**src/rtl/simd_pkg.sv**
```systemverilog
// simd_pkg: shared definitions for the SIMD issue controller slice.
//   - datapath/address width defaults
//   - instruction word field positions
//   - opcode values and ALU enable vector bit positions
//   - issue FSM state encoding
package simd_pkg;

  localparam int DATA_W_DEF = 16;
  localparam int ADDR_W_DEF = 5;
  localparam int INSTR_W    = 36;

  // Instruction word layout; bit 16 is reserved and ignored.
  localparam int OP_HI  = 35;
  localparam int OP_LO  = 32;
  localparam int RD_HI  = 31;
  localparam int RD_LO  = 27;
  localparam int RS1_HI = 26;
  localparam int RS1_LO = 22;
  localparam int RS2_HI = 21;
  localparam int RS2_LO = 17;
  localparam int RSV_B  = 16;
  localparam int IMM_HI = 15;
  localparam int IMM_LO = 0;

  // Opcodes 6..15 are undefined, so these stay plain constants rather than an enum.
  localparam logic [3:0] OP_NOP  = 4'd0;
  localparam logic [3:0] OP_LDI  = 4'd1;
  localparam logic [3:0] OP_ADD  = 4'd2;
  localparam logic [3:0] OP_SUB  = 4'd3;
  localparam logic [3:0] OP_BREV = 4'd4;
  localparam logic [3:0] OP_MUL  = 4'd5;

  // Bit positions inside the one-hot ALU enable vector.
  localparam int ALU_ADD  = 0;
  localparam int ALU_SUB  = 1;
  localparam int ALU_BREV = 2;
  localparam int ALU_MUL  = 3;

  typedef enum logic [2:0] {
    S_IDLE,
    S_WRITE,
    S_READ,
    S_WB,
    S_RESP
  } state_e;

endpackage

```
**src/rtl/simd_instr_decode.sv**
```systemverilog
// simd_instr_decode: combinational opcode decoder.
//   op_i        : 4-bit opcode
//   alu_en_o    : one-hot ALU enable {mul, brev, sub, add}; zero for non-ALU ops
//   is_ldi_o    : load-immediate
//   is_nop_o    : no-operation
//   is_illegal_o: opcode 6..15
module simd_instr_decode
  import simd_pkg::*;
(
  input  logic [3:0] op_i,
  output logic [3:0] alu_en_o,
  output logic       is_ldi_o,
  output logic       is_nop_o,
  output logic       is_illegal_o
);

  always_comb begin
    alu_en_o     = '0;
    is_ldi_o     = 1'b0;
    is_nop_o     = 1'b0;
    is_illegal_o = 1'b0;
    case (op_i)
      OP_NOP:  is_nop_o = 1'b1;
      OP_LDI:  is_ldi_o = 1'b1;
      OP_ADD:  alu_en_o[ALU_ADD]  = 1'b1;
      OP_SUB:  alu_en_o[ALU_SUB]  = 1'b1;
      OP_BREV: alu_en_o[ALU_BREV] = 1'b1;
      OP_MUL:  alu_en_o[ALU_MUL]  = 1'b1;
      default: is_illegal_o = 1'b1;
    endcase
  end

endmodule

```
**src/rtl/simd_issue_ctrl.sv**
```systemverilog
// simd_issue_ctrl: sequences one instruction at a time into a SIMD lane.
//   clk, rst          : clock, synchronous active-low reset
//   instr_*           : instruction valid/ready handshake + 36-bit word
//   rs1, rs2, rd      : lane register addresses (held dispatch..writeback)
//   wr_data, rd_wr_en : lane register writeback
//   rs1_rd_en, rs2_rd_en, Radd_en, Rsub_en, bitrev_en, mul_en : lane read/ALU enables
//   aluresult_in      : lane ALU result, captured at end of the read phase
//   res_*             : result valid/ready handshake
//   illegal_op        : one-cycle pulse after an undefined opcode is accepted
module simd_issue_ctrl
  import simd_pkg::*;
#(
  parameter int RF_RD_LAT = 1,
  parameter int DATA_W    = DATA_W_DEF,
  parameter int ADDR_W    = ADDR_W_DEF
) (
  input  logic               clk,
  input  logic               rst,
  input  logic               instr_valid,
  output logic               instr_ready,
  input  logic [INSTR_W-1:0] instr_data,
  output logic [ADDR_W-1:0]  rs1,
  output logic [ADDR_W-1:0]  rs2,
  output logic [ADDR_W-1:0]  rd,
  output logic [DATA_W-1:0]  wr_data,
  output logic               rd_wr_en,
  output logic               rs1_rd_en,
  output logic               rs2_rd_en,
  output logic               Radd_en,
  output logic               Rsub_en,
  output logic               bitrev_en,
  output logic               mul_en,
  input  logic [DATA_W-1:0]  aluresult_in,
  output logic               res_valid,
  input  logic               res_ready,
  output logic [DATA_W-1:0]  res_data,
  output logic               illegal_op
);

  localparam int CNT_W = 3;

  state_e             state_q, state_d;
  logic [ADDR_W-1:0]  rd_q, rs1_q, rs2_q;
  logic [DATA_W-1:0]  imm_q, res_q;
  logic [3:0]         alu_en_q;
  logic [CNT_W-1:0]   cnt_q;
  logic               illegal_q;

  logic [3:0]         dec_alu_en;
  logic               dec_ldi, dec_nop, dec_illegal;
  logic               accept;
  logic               unused_rsv;

  assign unused_rsv = instr_data[RSV_B];

  simd_instr_decode u_decode (
    .op_i         (instr_data[OP_HI:OP_LO]),
    .alu_en_o     (dec_alu_en),
    .is_ldi_o     (dec_ldi),
    .is_nop_o     (dec_nop),
    .is_illegal_o (dec_illegal)
  );

  // instr_ready is qualified by rst so every output reads 0 while reset is held.
  assign accept     = instr_valid && (state_q == S_IDLE) && rst;
  assign illegal_op = illegal_q;

  always_ff @(posedge clk) begin
    if (!rst) begin
      state_q   <= S_IDLE;
      rd_q      <= '0;
      rs1_q     <= '0;
      rs2_q     <= '0;
      imm_q     <= '0;
      res_q     <= '0;
      alu_en_q  <= '0;
      cnt_q     <= '0;
      illegal_q <= 1'b0;
    end else begin
      state_q   <= state_d;
      illegal_q <= accept && dec_illegal;
      if (accept) begin
        rd_q     <= ADDR_W'(instr_data[RD_HI:RD_LO]);
        rs1_q    <= ADDR_W'(instr_data[RS1_HI:RS1_LO]);
        rs2_q    <= ADDR_W'(instr_data[RS2_HI:RS2_LO]);
        imm_q    <= DATA_W'(instr_data[IMM_HI:IMM_LO]);
        alu_en_q <= dec_alu_en;
      end
      // Down-counter is preloaded outside READ, so READ lasts RF_RD_LAT+1 cycles.
      if (state_q == S_READ) cnt_q <= cnt_q - 1'b1;
      else                   cnt_q <= CNT_W'(RF_RD_LAT);
      if (state_q == S_WRITE)
        res_q <= imm_q;
      else if (state_q == S_READ && cnt_q == '0)
        res_q <= aluresult_in;
    end
  end

  always_comb begin
    state_d     = state_q;
    instr_ready = 1'b0;
    rs1         = '0;
    rs2         = '0;
    rd          = '0;
    wr_data     = '0;
    rd_wr_en    = 1'b0;
    rs1_rd_en   = 1'b0;
    rs2_rd_en   = 1'b0;
    Radd_en     = 1'b0;
    Rsub_en     = 1'b0;
    bitrev_en   = 1'b0;
    mul_en      = 1'b0;
    res_valid   = 1'b0;
    res_data    = '0;
    case (state_q)
      S_IDLE: begin
        instr_ready = rst;
        if (accept) begin
          if (dec_ldi)                       state_d = S_WRITE;
          else if (!dec_nop && !dec_illegal) state_d = S_READ;
        end
      end
      S_WRITE: begin
        rs1      = rs1_q;
        rs2      = rs2_q;
        rd       = rd_q;
        wr_data  = imm_q;
        rd_wr_en = 1'b1;
        state_d  = S_RESP;
      end
      S_READ: begin
        rs1       = rs1_q;
        rs2       = rs2_q;
        rd        = rd_q;
        rs1_rd_en = 1'b1;
        rs2_rd_en = 1'b1;
        Radd_en   = alu_en_q[ALU_ADD];
        Rsub_en   = alu_en_q[ALU_SUB];
        bitrev_en = alu_en_q[ALU_BREV];
        mul_en    = alu_en_q[ALU_MUL];
        if (cnt_q == '0) state_d = S_WB;
      end
      S_WB: begin
        rs1      = rs1_q;
        rs2      = rs2_q;
        rd       = rd_q;
        wr_data  = res_q;
        rd_wr_en = 1'b1;
        state_d  = S_RESP;
      end
      S_RESP: begin
        res_valid = 1'b1;
        res_data  = res_q;
        if (res_ready) state_d = S_IDLE;
      end
      default: state_d = S_IDLE;
    endcase
  end

endmodule

```
**config.mk**
```make
export PLATFORM = sky130hd
export DESIGN_NAME = simd_issue_ctrl
export DESIGN_NICKNAME = d
export VERILOG_FILES = /design/src/rtl/simd_pkg.sv /design/src/rtl/simd_instr_decode.sv /design/src/rtl/simd_issue_ctrl.sv
export SDC_FILE = /design/constraint.sdc
export NUM_CORES = 1
export LEC_CHECK = 0
export BUFFER_PORTS_ARGS = -buffer_cell sky130_fd_sc_hd__buf_2
export CAP_MARGIN = 20
export CORE_UTILIZATION = 49
export CTS_CLUSTER_SIZE = 16
export DETAILED_ROUTE_END_ITERATION = 7
export PLACE_DENSITY = 0.83
export SKIP_LAST_GASP = 1
export SLEW_MARGIN = 20
export SYNTH_ARGS = -nofsm -noshare
export SYNTH_HDL_FRONTEND = slang
export SYNTH_SLANG_ARGS = --single-unit
```
**constraint.sdc**
```tcl
create_clock -name clk -period 2.1 [get_ports clk]
set_input_delay 0.42 -clock clk [delete_from_list [all_inputs] [get_ports clk]]
set_output_delay 0.42 -clock clk [all_outputs]
set_load 0.02 [all_outputs]
```
==> flow_metrics.env, run 1 <==
export IMPL_status="completed"
export IMPL_cts_sinks=58
export IMPL_period_share=0.9718
export IMPL_wire_per_inst_um=14.00
export IMPL_fin_nets=512
export IMPL_yosysSeqAreaShare=0.4010
export IMPL_synth_nets=408
export IMPL_drv_slew=0
export IMPL_grt_antenna_before_repair=0
export IMPL_grt_max_degree=38
export IMPL_port_buffers=111
export IMPL_routed_wl_mm=7.380
export IMPL_root_buffer="clkbuf_8"
export IMPL_grt_pass1_vias=2658
export IMPL_powerDensity_nw_per_um2=649.8
export IMPL_yosysWarnings=0
export IMPL_hold_class="primary input to register"
export IMPL_worst_slew_pin_slew_ns=0.5788
export IMPL_rows=27
export IMPL_synth_edff_count=0
export IMPL_fmax_mhz=490.0
export IMPL_critPathMaxFanout=8
export IMPL_maxCapViolCount=0
export IMPL_arrival_ns=1.62
export IMPL_crit_path_end_kind="primary output"
export IMPL_cts_buffers=9
export IMPL_finish_utilization=0.6457
export IMPL_leakagePower_nw=1.753
export IMPL_clkLatencyLatePin_ns=0.33
export IMPL_clockBufferDepth=2
export IMPL_gp_congestion=0.8290
export IMPL_power_share_sequential=0.516
export IMPL_yosys_top_cells_count="dfxtp_1, nor2_1, and2_1"
export IMPL_grt_pass1_wl_mm=11.84
export IMPL_crit_type="register to primary output"
export IMPL_yosysTopAreaCellShare=0.4010
export IMPL_ys_flop_type="dfxtp_1"
export IMPL_dr_pass1_iters=4
export IMPL_p_clk_frac=0.348
export IMPL_start_util=0.5163
export IMPL_drc=0
export IMPL_syn_inst=350
export IMPL_cts_setup_buffers=0
export IMPL_min_period_ns=2.041
export IMPL_coreArea_um2=5608
export IMPL_worst_slew_margin_rel=0.6141
export IMPL_synth_avg_cell_area_um2=8.272
export IMPL_clk_pin_slew_ns=0.06
export IMPL_ir_worst_vdd_v=0.0004744
export IMPL_die_height_um=78.87
export IMPL_ioPinCount=113
export IMPL_ys_types=36
export IMPL_hold_violations=0
export IMPL_setup_viol=0
export IMPL_p_sw_frac=0.2613
export IMPL_drive_gt1_frac=0.3143
export IMPL_p_int_mw=1.738
export IMPL_cts_tree="done"
export IMPL_skew_ns=0.004593
export IMPL_crit_path_start_kind="register"
export IMPL_die_area_um2=6220
export IMPL_dp_hpwl_mm=5.115
export IMPL_p_switching_mw=0.6148
export IMPL_diodes=0
export IMPL_drt_antenna_violating_nets=0
export IMPL_die_w_um=78.87
export IMPL_syn_area_um2=2895
export IMPL_yosysTopAreaCell="dfxtp_1"
export IMPL_power_frac_comb=0.136
export IMPL_fillers=506
export IMPL_ys_seq_elements=58
export IMPL_synthArstFlopShare=0
export IMPL_rsz0062_at_grt="true"
export IMPL_grt_use_total=0.2426
export IMPL_p_total_mw=2.353
export IMPL_holdBufCountCts=0
export IMPL_ys_top_cells_by_area="dfxtp_1, mux2i_1, and2_1, nand3_1, nor2_1"
export IMPL_synth_most_common_cell="dfxtp_1"
export IMPL_vias_per_cell=5.315
export IMPL_cp_required_ns=1.68
export IMPL_cts_max_level=3
export IMPL_grt_overflow=0
export IMPL_area_growth_pct=25.06
export IMPL_num_vias=2801
export IMPL_drt_iter0_markers=148
==> cells in the final DEF (no fill, tap or decap), types with 2 or more instances in the layout <==
cell type	synthesis	routed
inv_1	7	7
and2_1	35	35
nand2_1	34	34
a41oi_1	2	2
ha_1	2	2
nor2_1	39	39
a221oi_1	16	16
nand4_1	2	2
o21ai_1	22	22
nor3b_1	4	2
dfxtp_1	58	58
o21ai_0	13	13
nand3_1	32	32
a21oi_1	6	6
clkbuf_8	0	10
buf_4	2	13
mux2i_1	32	32
nor3b_2	1	3
buf_2	10	111
==> routing by layer <==
layer  up-vias  share of wire  GRT usage
met5         -              0          0
met4         0          0.014     0.1036
met3        11          0.070    0.06437
met1      1294           0.43     0.2822
li1       1407              -          -
met2        89           0.49     0.4191
==> final cells by class <==
type                       count  area [µm²]  area share
clock inverter                 1       5.005    0.001382
inverter                       8       30.03    0.008293
multi-input combinational    253        1540      0.4254
tap                           72       90.09     0.02488
sequential                    58        1161      0.3207
clock buffer                  11       141.4     0.03905
timing repair buffer         124       653.1      0.1804
==> sequential cells by signal, summed over array words and instances, names as in the netlist <==
name	flops
imm_q	16
res_q	16
rd_q	5
rs1_q	5
rs2_q	5
alu_en_q	4
cnt_q	3
state_q	3
illegal_op	1
==> repair_timing <==
action                                  in CTS  in global routing
endpoints found under the setup margin      17                 18
gates resized for setup                      1                  1
cloned                                       0                  0
==> critical path: stages (launching register included) <==
cell     delay (ns)
dfxtp_1        0.49
nor3b_2        0.45
and2_1         0.19
buf_2          0.16
==> power groups by stage <==
stage                     sequential [mW]  clock [mW]  combinational, mW
after CTS                            1.21       0.836              0.320
after floorplan                      1.22           0              0.218
after global placement               1.23           0              0.309
after global routing                 1.22       0.880              0.355
final                                1.22       0.818              0.320
after detailed placement             1.24           0              0.318
==> per-stage QoR <==
step / setup slack, ns / area, µm² / hold WS, ns / setup TNS [ns] / std cells
CTS: 0.01223 / 3618 / 0.2977 / 0 / 527
global route: -0.01681 / 3621 / 0.3075 / -0.04543 / 527
global placement: 0.3155 / 3471 / 0.4215 / 0 / 515
finish: 0.05915 / 3621 / 0.3050 / 0 / 527
detailed placement: 0.2389 / 3471 / 0.4263 / 0 / 515
floorplan: 0.08751 / 2900 / 0.4083 / 0 / 350
==> path summary, 6_finish.rpt <==
| check | start | to | slack (ns) | cells past startpoint |
|---|---|---|---|---|
| setup / recovery | state_q[1]$_SDFFE_PN0P_ | bitrev_en | 0.06 | 3 |
| hold / removal | instr_data[15] | imm_q[15]$_SDFFE_PN0P_ | 0.31 | 3 |
| setup reg to reg | state_q[0]$_SDFFE_PN0P_ | res_q[1]$_SDFFE_PN0P_ | 0.22 | 3 |
| hold reg to reg | cnt_q[0]$_SDFF_PN0_ | cnt_q[0]$_SDFF_PN0_ | 0.43 | 1 |
==> cell families after synthesis <==
family,after synthesis,share of synthesized area
multiplexers,32,0.1106
XOR/XNOR,2,0.006051
AND/OR/NAND/NOR,157,0.2740
buffers and inverters,39,0.07173
flip-flops,58,0.4010
adder cells (fa/ha/maj),2,0.008642
AO/OA/AOI/OAI,60,0.1279
No activity file was read; power rests on OpenSTA's default activity.
==> run 2, diff against run 1 <==
==> constraint.sdc (replaced) <==
create_clock -name clk -period 2.2 [get_ports clk]
set_input_delay 0.44 -clock clk [delete_from_list [all_inputs] [get_ports clk]]
set_output_delay 0.44 -clock clk [all_outputs]
set_load 0.02 [all_outputs]
==> run 2 against run 1 <==
Compared with the run above: utilization grew 0.98 points; power grew 3.6%; setup slack gained 0.059 ns; die area unchanged; critical path depth did not move; design area increased by 1.5%; clock power increased by 18%; sequential share of layout area is 0.48 points lower; count of clock-buffer cells in the layout is the same; global-route usage grew 1.9 points; via count up 2.5%; critical path type unchanged; critical endpoint is now wr_data[14]; largest cell class unchanged.
==> flow_metrics.env, run 2 (synthesis results as in run 1) <==
export IMPL_status="completed"
export IMPL_grt_pass1_vias=2829
export IMPL_p_switching_mw=0.6201
export IMPL_layout_common_cells="buf_2, dfxtp_1, nor2_1"
export IMPL_fmax_mhz=480.3
export IMPL_clkLatencyLatePin_ns=0.33
export IMPL_hold_class="primary input to register"
export IMPL_grt_overflow=0
export IMPL_cts_buffers=9
export IMPL_min_period_ns=2.082
export IMPL_num_vias=2870
export IMPL_start_util=0.5163
export IMPL_reg_largest_list="imm_q: 16 flops, res_q: 16 flops"
export IMPL_power_share_sequential=0.476
export IMPL_arrival_ns=1.64
export IMPL_worstRegToRegCells=3
export IMPL_coreArea_um2=5608
export IMPL_powerDensity_nw_per_um2=663.1
export IMPL_cp_required_ns=1.76
export IMPL_crit_path_end_kind="primary output"
export IMPL_cts_tree="done"
export IMPL_fin_nets=512
export IMPL_p_int_mw=1.817
export IMPL_hold_violations=0
export IMPL_critPathMaxFanout=18
export IMPL_wire_per_inst_um=14.46
export IMPL_p_total_mw=2.437
export IMPL_die_height_um=78.87
export IMPL_rows=27
export IMPL_holdBufCountCts=0
export IMPL_layout_commonest_cell="buf_2"
export IMPL_tns_ns=0
export IMPL_root_buffer="clkbuf_8"
export IMPL_routed_wl_mm=7.647
export IMPL_timing_rr_end="res_q[10]$_SDFFE_PN0P_"
export IMPL_period_share=0.9464
export IMPL_grt_pass1_wl_mm=12.64
export IMPL_crit_type="register to primary output"
export IMPL_clk_pin_slew_ns=0.06
export IMPL_worst_slew_margin_rel=0.6046
export IMPL_drive_gt1_frac=0.3195
export IMPL_final_area_um2=3676
export IMPL_holdWs_ns=0.3229
export IMPL_clockBufferDepth=2
export IMPL_die_area_um2=6220
export IMPL_drv_slew=0
export IMPL_maxCapViolCount=0
export IMPL_r2r_start="state_q[0]$_SDFFE_PN0P_"
export IMPL_p_sw_frac=0.2544
export IMPL_rsz0062_at_grt="false"
export IMPL_worstHoldEndpoint="rd_q[4]$_SDFFE_PN0P_"
export IMPL_ir_worst_vdd_v=0.0005792
export IMPL_holdPathStages=3
export IMPL_diodes=0
export IMPL_finish_utilization=0.6555
export IMPL_wl_met1_mm=3.186
export IMPL_min_delay_start="instr_data[31]"
export IMPL_cts_max_level=3
export IMPL_dp_hpwl_mm=5.273
export IMPL_gp_congestion=0.7948
export IMPL_top_layer_used="met4"
export IMPL_wl_met2_mm=3.792
export IMPL_die_w_um=78.87
export IMPL_worst_slew_pin_slew_ns=0.5931
export IMPL_power_frac_comb=0.128
export IMPL_drc=0
export IMPL_cts_resized=0
export IMPL_place_area_um2=3483
export IMPL_setup_viol=0
export IMPL_ioPinCount=113
export IMPL_wl_met3_um=544
export IMPL_crit_path_start_kind="register"
export IMPL_dr_pass1_iters=4
export IMPL_drt_iter0_markers=131
export IMPL_cts_sinks=58
export IMPL_r2r_setup_slack_ns=0.32
export IMPL_grt_max_degree=38
export IMPL_drt_antenna_violating_nets=0
export IMPL_p_clk_frac=0.397
export IMPL_grt_use_total=0.2620
export IMPL_area_growth_pct=26.97
export IMPL_vias_per_cell=5.425
export IMPL_port_buffers=111
export IMPL_grt_antenna_before_repair=0
export IMPL_leakagePower_nw=1.778
export IMPL_skew_ns=0.005455
export IMPL_cts_setup_buffers=0
## run 2: cell types whose count changed in the layout (fill, tap and decap cells not counted)
cell	change
buf_12	+1
buf_4	-1
bufinv_16	+1
clkbuf_1	-1
clkbuf_8	+1
clkinv_2	+1
or2b_2	+1
or2b_4	-1
## run 2: critical path, cell delays in order, from the launching register on
cell,delay [ns]
dfxtp_1,0.47
or2b_2,0.48
nor2_1,0.17
buf_2,0.18
## run 2: through the flow
step                      cells  setup WS, ns
after floorplan             350        0.1675
after global placement      515        0.4110
after detailed placement    515        0.3412
after CTS                   529       0.03181
after global routing        529       0.01253
final                       529        0.1179
## run 2: power groups by stage
| stage | sequential, mW | combinational, mW | clock [mW] |
|---|---|---|---|
| after floorplan | 1.17 | 0.208 | 0 |
| after global placement | 1.18 | 0.299 | 0 |
| after detailed placement | 1.18 | 0.310 | 0 |
| after CTS | 1.16 | 0.312 | 0.994 |
| after global routing | 1.17 | 0.343 | 1.04 |
| final | 1.16 | 0.311 | 0.967 |
## run 2: how the worst max path moves through the flow
stage / from / to / cells after the start
global placement: state_q[0]$_SDFFE_PN0P_ / res_q[4]$_SDFFE_PN0P_ / 3
global route: state_q[0]$_SDFFE_PN0P_ / wr_data[7] / 3
CTS: state_q[2]$_SDFFE_PN0P_ / wr_data[14] / 3
finish: state_q[0]$_SDFFE_PN0P_ / wr_data[14] / 3
detailed placement: state_q[0]$_SDFFE_PN0P_ / res_q[10]$_SDFFE_PN0P_ / 3
floorplan: state_q[2]$_SDFFE_PN0P_ / res_data[10] / 4
## run 2: routing by layer
metal,vias to the layer above,global-route usage
met1,1348,0.3031
met2,101,0.4504
li1,1406,-
met5,-,0
met4,0,0.09455
met3,15,0.08621
## run 2: area by class of cell
| cell class | instances | area (µm²) |
|---|---|---|
| Fill cell | 506 | 1932 |
| Tap cell | 72 | 90.09 |
| Sequential cell | 58 | 1161 |
| Clock inverter | 3 | 40.04 |
| Timing Repair Buffer | 124 | 665.6 |
| Clock buffer | 11 | 151.4 |
| Multi-Input combinational cell | 253 | 1538 |
| Inverter | 8 | 30.03 |
